**src/rtl/ifetch.sv**
```systemverilog
// Instruction fetch unit feeding decode through a 2-entry fetch queue.
// Define IFETCH_MISALIGN_EN to halt on misaligned redirects instead of truncating them.
`ifndef WIDTH
`define WIDTH 32
`endif

module ifetch #(
    parameter logic [`WIDTH-1:0] RESET_PC = '0,
    parameter int unsigned       FQ_DEPTH = 2
) (
    input  logic              clk,
    input  logic              rst,
    output logic [`WIDTH-3:0] imem_add,
    input  logic [`WIDTH-1:0] imem_data,
    input  logic              redirect_valid,
    input  logic [`WIDTH-1:0] redirect_pc,
    output logic              inst_valid,
    input  logic              inst_ready,
    output logic [`WIDTH-1:0] inst,
    output logic [`WIDTH-1:0] inst_pc,
    output logic              misalign_err
);

    localparam int unsigned PtrW   = $clog2(FQ_DEPTH);
    localparam int unsigned CountW = $clog2(FQ_DEPTH) + 1;

    typedef enum logic [1:0] {StBoot, StFetch, StHalt} state_e;

    state_e              state_q, state_d;
    logic [`WIDTH-1:0]   pc_q, pc_d;
    logic [CountW-1:0]   count_q, count_d;
    logic [PtrW-1:0]     rd_ptr_q, rd_ptr_d;
    logic [PtrW-1:0]     wr_ptr_q, wr_ptr_d;
    logic [`WIDTH-1:0]   pc_mem_q [FQ_DEPTH];
    logic [`WIDTH-1:0]   pc_mem_d [FQ_DEPTH];
    logic [`WIDTH-1:0]   inst_mem_q [FQ_DEPTH];
    logic [`WIDTH-1:0]   inst_mem_d [FQ_DEPTH];
    logic                push;
    logic                pop;
`ifdef IFETCH_MISALIGN_EN
    logic                misalign_q, misalign_d;
`endif

    assign imem_add   = pc_q[`WIDTH-1:2];
    assign inst_valid = (count_q != '0);
    assign pop        = inst_valid & inst_ready;
    // Gate head outputs so stale or post-reset storage never leaks out.
    assign inst       = inst_valid ? inst_mem_q[rd_ptr_q] : '0;
    assign inst_pc    = inst_valid ? pc_mem_q[rd_ptr_q] : '0;

    always_comb begin
        state_d    = state_q;
        pc_d       = pc_q;
        count_d    = count_q;
        rd_ptr_d   = rd_ptr_q;
        wr_ptr_d   = wr_ptr_q;
        pc_mem_d   = pc_mem_q;
        inst_mem_d = inst_mem_q;
        push       = 1'b0;
`ifdef IFETCH_MISALIGN_EN
        misalign_d = misalign_q;
`endif
        if (state_q != StHalt && redirect_valid) begin
            count_d  = '0;
            rd_ptr_d = '0;
            wr_ptr_d = '0;
`ifdef IFETCH_MISALIGN_EN
            if (redirect_pc[1:0] != 2'b00) begin
                misalign_d = 1'b1;
                state_d    = StHalt;
            end else begin
                pc_d    = redirect_pc;
                state_d = StFetch;
            end
`else
            pc_d    = redirect_pc & ~`WIDTH'(3);
            state_d = StFetch;
`endif
        end else begin
            // A same-cycle pop frees a slot, so a full queue can still accept.
            push = (state_q == StFetch) && ((count_q < CountW'(FQ_DEPTH)) || pop);
            if (state_q == StBoot) begin
                state_d = StFetch;
            end
            if (push) begin
                pc_mem_d[wr_ptr_q]   = pc_q;
                inst_mem_d[wr_ptr_q] = imem_data;
                wr_ptr_d             = wr_ptr_q + 1'b1;
                pc_d                 = pc_q + `WIDTH'(4);
            end
            if (pop) begin
                rd_ptr_d = rd_ptr_q + 1'b1;
            end
            count_d = count_q + CountW'(push) - CountW'(pop);
        end
    end

    always_ff @(posedge clk) begin
        if (rst) begin
            state_q    <= StBoot;
            pc_q       <= RESET_PC;
            count_q    <= '0;
            rd_ptr_q   <= '0;
            wr_ptr_q   <= '0;
`ifdef IFETCH_MISALIGN_EN
            misalign_q <= 1'b0;
`endif
        end else begin
            state_q    <= state_d;
            pc_q       <= pc_d;
            count_q    <= count_d;
            rd_ptr_q   <= rd_ptr_d;
            wr_ptr_q   <= wr_ptr_d;
`ifdef IFETCH_MISALIGN_EN
            misalign_q <= misalign_d;
`endif
        end
    end

    always_ff @(posedge clk) begin
        pc_mem_q   <= pc_mem_d;
        inst_mem_q <= inst_mem_d;
    end

`ifdef IFETCH_MISALIGN_EN
    assign misalign_err = misalign_q;
`else
    assign misalign_err = 1'b0;
`endif

endmodule
```
**config.mk**
```make
export PLATFORM = sky130hd
export DESIGN_NAME = ifetch
export DESIGN_NICKNAME = d
export VERILOG_FILES = /design/src/rtl/ifetch.sv
export SDC_FILE = /design/constraint.sdc
export NUM_CORES = 1
export LEC_CHECK = 0
export CORE_AREA = 2 2 120 122
export DETAILED_ROUTE_END_ITERATION = 10
export DIE_AREA = 0 0 122 124
export PLACE_DENSITY = 0.79
export SLEW_MARGIN = 20
export SYNTH_ARGS = -nofsm -noshare
export SYNTH_HDL_FRONTEND = slang
export SYNTH_SLANG_ARGS = --single-unit
```
**constraint.sdc**
```tcl
create_clock -name clk -period 9.1 [get_ports clk]
set_input_delay 2.275 -clock clk [delete_from_list [all_inputs] [get_ports clk]]
set_output_delay 2.275 -clock clk [all_outputs]
set_load 0.05 [all_outputs]
```
==> impl_results.md <==
- Status: finished clean
- Number of synthesized flops with an enable pin: roughly 120
- Residual DRC: 0
- Slew Limit Headroom: between 20 and 25%
- Post-CTS setup buffers: 0
- Worst setup path class: reg -> out
- Library cells used by synthesis: 49
- Die span in x: 122 um
- Die Y-Extent: around 120 um
- Die Area: between 15000 and 20000 um2
- Area share of the largest cell type after synthesis: 55.2%
- Max-cap violation count: 0
- Total power: roughly 1.8 mW
- CTS tree: done
- Slew @ Worst Pin: 1.13 ns
- Via count: roughly 4800
- Initial antenna violation count: 0
- TritonCTS buffer count: 17
- Hold Vio Cnt, Final: 0
- Peak VDD IR: 0.130 mV
- DP HPWL: approximately 10000 um
- Worst-path clk slew: roughly 0.06 ns
- Synth Cell Area: 6740 um2
- Area leader, netlist: edfxtp_1
- CTS Root Cell: clkbuf_16
- CTS Buffer Depth: 2
- Final Skew: roughly 0.0069 ns
- CP max stage cell: dfxtp_4
- WP data arrival: 2.79 ns
- Area contributors post-synth: edfxtp_1, dfxtp_1, mux2i_1, nor2_1, a311oi_1
- I/O pin cnt: roughly 160
- Critical-path cell list: mux2i_1 > nor2_1 > clkdlybuf4s50_1
- Syn_area_per_cell: 12.9 um2
- DRT Wirelength: between 15000 and 20000 um
- Antenna cells: 0
- PD cells: 195 nW/um2
- Fin nets: 743
- Vias in the first global route: 4607
- Clock Latency Late Sink: slightly above 0.4 ns
- Routed WL per cell: 17.8 um
- Largest net degree at the start of global routing: 64
- CTS Hold Bufs: 0
- Fin crit period: 5.06 ns
- Total track usage: between 20% and 30%
- Ys async rst share: 0%
- Worst Hold Class: reg -> reg
- Htree depth: 4
- Share of layout cells above drive strength 1: under 10%
- GP Congestion: between 0.8 and 0.9
- Core Box Area: 13700 um2
- Final period utilization: between 50% and 60%
- Setup TNS Final: 0 ns
- Resized cells post-CTS: 0
- Detailed router's first-iteration violation count: 416
- Required @ worst endpoint: roughly 7 ns
- Leak: 2.91 nW
- DR vias/cell: approximately 5.6
- Max Fclk: just under 200 MHz
- FP Rows: 43
- Crit path largest cell delay: about 1.1 ns
- Fin. max-slew vios: 0
- First-pass GRT wire length: around 24000 um
- Antenna viol nets, final: 0
- Critical Path End Type: output port
- Clk sinks: roughly 160
- Crit path max fanout: 63
- Number of setup violations in the final report: 0
- Syn. warnings: 0
- RSZ-0062 raised after global routing: no
- Sequential share of the synthesized area: 65.6%
- FF+latch count, synth: roughly 160
- Top_reg_cell synth: edfxtp_1
- Pre-antenna DRT Iters: 5
- Starting density of the core: roughly 49%
- P&R area growth vs syn: 34.0%
- Gate Count Post-Synth: 523
- Total gr overflow: 0
- Crit path launch type: flip-flop
- IO buf count: approximately 160
- Fill cells: just over 1000
-- layout by cell type (no fill, tap or decap), types with 3 or more instances in the layout --
master	instances
nand2_1	16
or3_1	7
o31ai_1	8
xnor2_1	5
nor2_1	86
a211oi_1	9
clkinv_2	3
and3_1	7
nor2b_1	3
and4_1	7
o21ai_0	8
mux2i_1	62
nand4_1	13
clkdlybuf4s50_1	157
inv_1	7
conb_1	3
buf_4	7
edfxtp_1	124
a311oi_1	11
xor2_1	6
clkbuf_16	17
nor4_1	7
nor3_1	10
nand3_1	12
ha_1	3
dfxtp_1	34
inv_6	3
or4_1	7
clkinvlp_4	4
-- worst paths after layout --
path	startpoint	endpoint	slack, ns	depth (start not counted)
worst max-delay path	rd_ptr_q	inst_pc[10]	4.04	3
worst min-delay path	pc_q[29]	pc_mem_q[29]	0.53	0
worst max register to register	pc_q[2]	pc_q[20]	6.59	5
worst min register to register	pc_q[29]	pc_mem_q[29]	0.53	0
-- cell usage after synthesis (all sizes together), types with 8 or more instances --
library cell  number
o21ai              8
nor3              11
edfxtp           124
mux2i             62
or3                8
and4               8
a311oi            11
nand3             14
clkbuf            23
o31ai              8
dfxtp             35
nor2              87
a211oi             9
nand2             16
nand4             13
buf               14
-- state kept, by name (all words and copies together) (netlist names) --
name,cells
rd_ptr_q,1
count_q,2
wr_ptr_q,1
pc_q,30
pc_mem_q,60
inst_mem_q,64
state_q,1
-- kinds of logic (layout without fill, tap and decap cells) --
logic type      after synthesis  in the layout  share of synthesized area, %
simple gates                187            187                          13.9
flops                       159            159                          65.6
mux                          62             62                          9.21
compound gates               56             56                          6.53
buf+inv                      44            204                          2.65
xor+xnor                     11             11                          1.43
fa+ha+maj                     3              3                         0.557
other cells                   1              3                        0.0556
-- critical path, delay by kind of cell (launching register included) --
kind,cells,cell delay (ns)
flops,1,1.06
buf+inv,1,0.81
mux,1,0.27
simple gates,1,0.14
-- power by group --
part	internal (mW)	leakage, nW	switching, mW	total [mW]
Sequential	0.815	1.44	0.0293	0.844
Combinational	0.0937	1.21	0.159	0.253
Clock	0.385	0.263	0.277	0.662
-- area by class of cell --
class                           instances  area (um2)  share of cell area, %
Timing Repair Buffer                  165        1630                   18.0
Clock buffer                           20         447                   4.94
Inverter                                7        26.3                  0.291
Sequential cell                       159        4430                   49.0
Tap cell                              180         225                   2.49
Clock inverter                         12         110                   1.22
Multi-Input combinational cell        322        2170                   24.0
-- stage by stage --
step	hold WS, ns	worst slack [ns]	util [%]	std cells	area [um2]
after floorplan	0.538	1.07	-	525	6750
after global placement	0.513	3.82	61.8	833	8480
after detailed placement	0.529	3.76	61.8	833	8480
after CTS	0.537	3.99	65.8	865	9030
after global routing	0.549	3.93	65.9	865	9030
final	0.533	4.04	65.9	865	9030
-- layer usage --
layer	vias up	track usage (%)	share of wire (%)
met5	-	0	0
met4	0	5.17	0.74
met3	11	4.21	5.8
met2	169	35.3	51
met1	2373	26.2	43
li1	2292	-	-
Power figures use the tool's default switching activity.
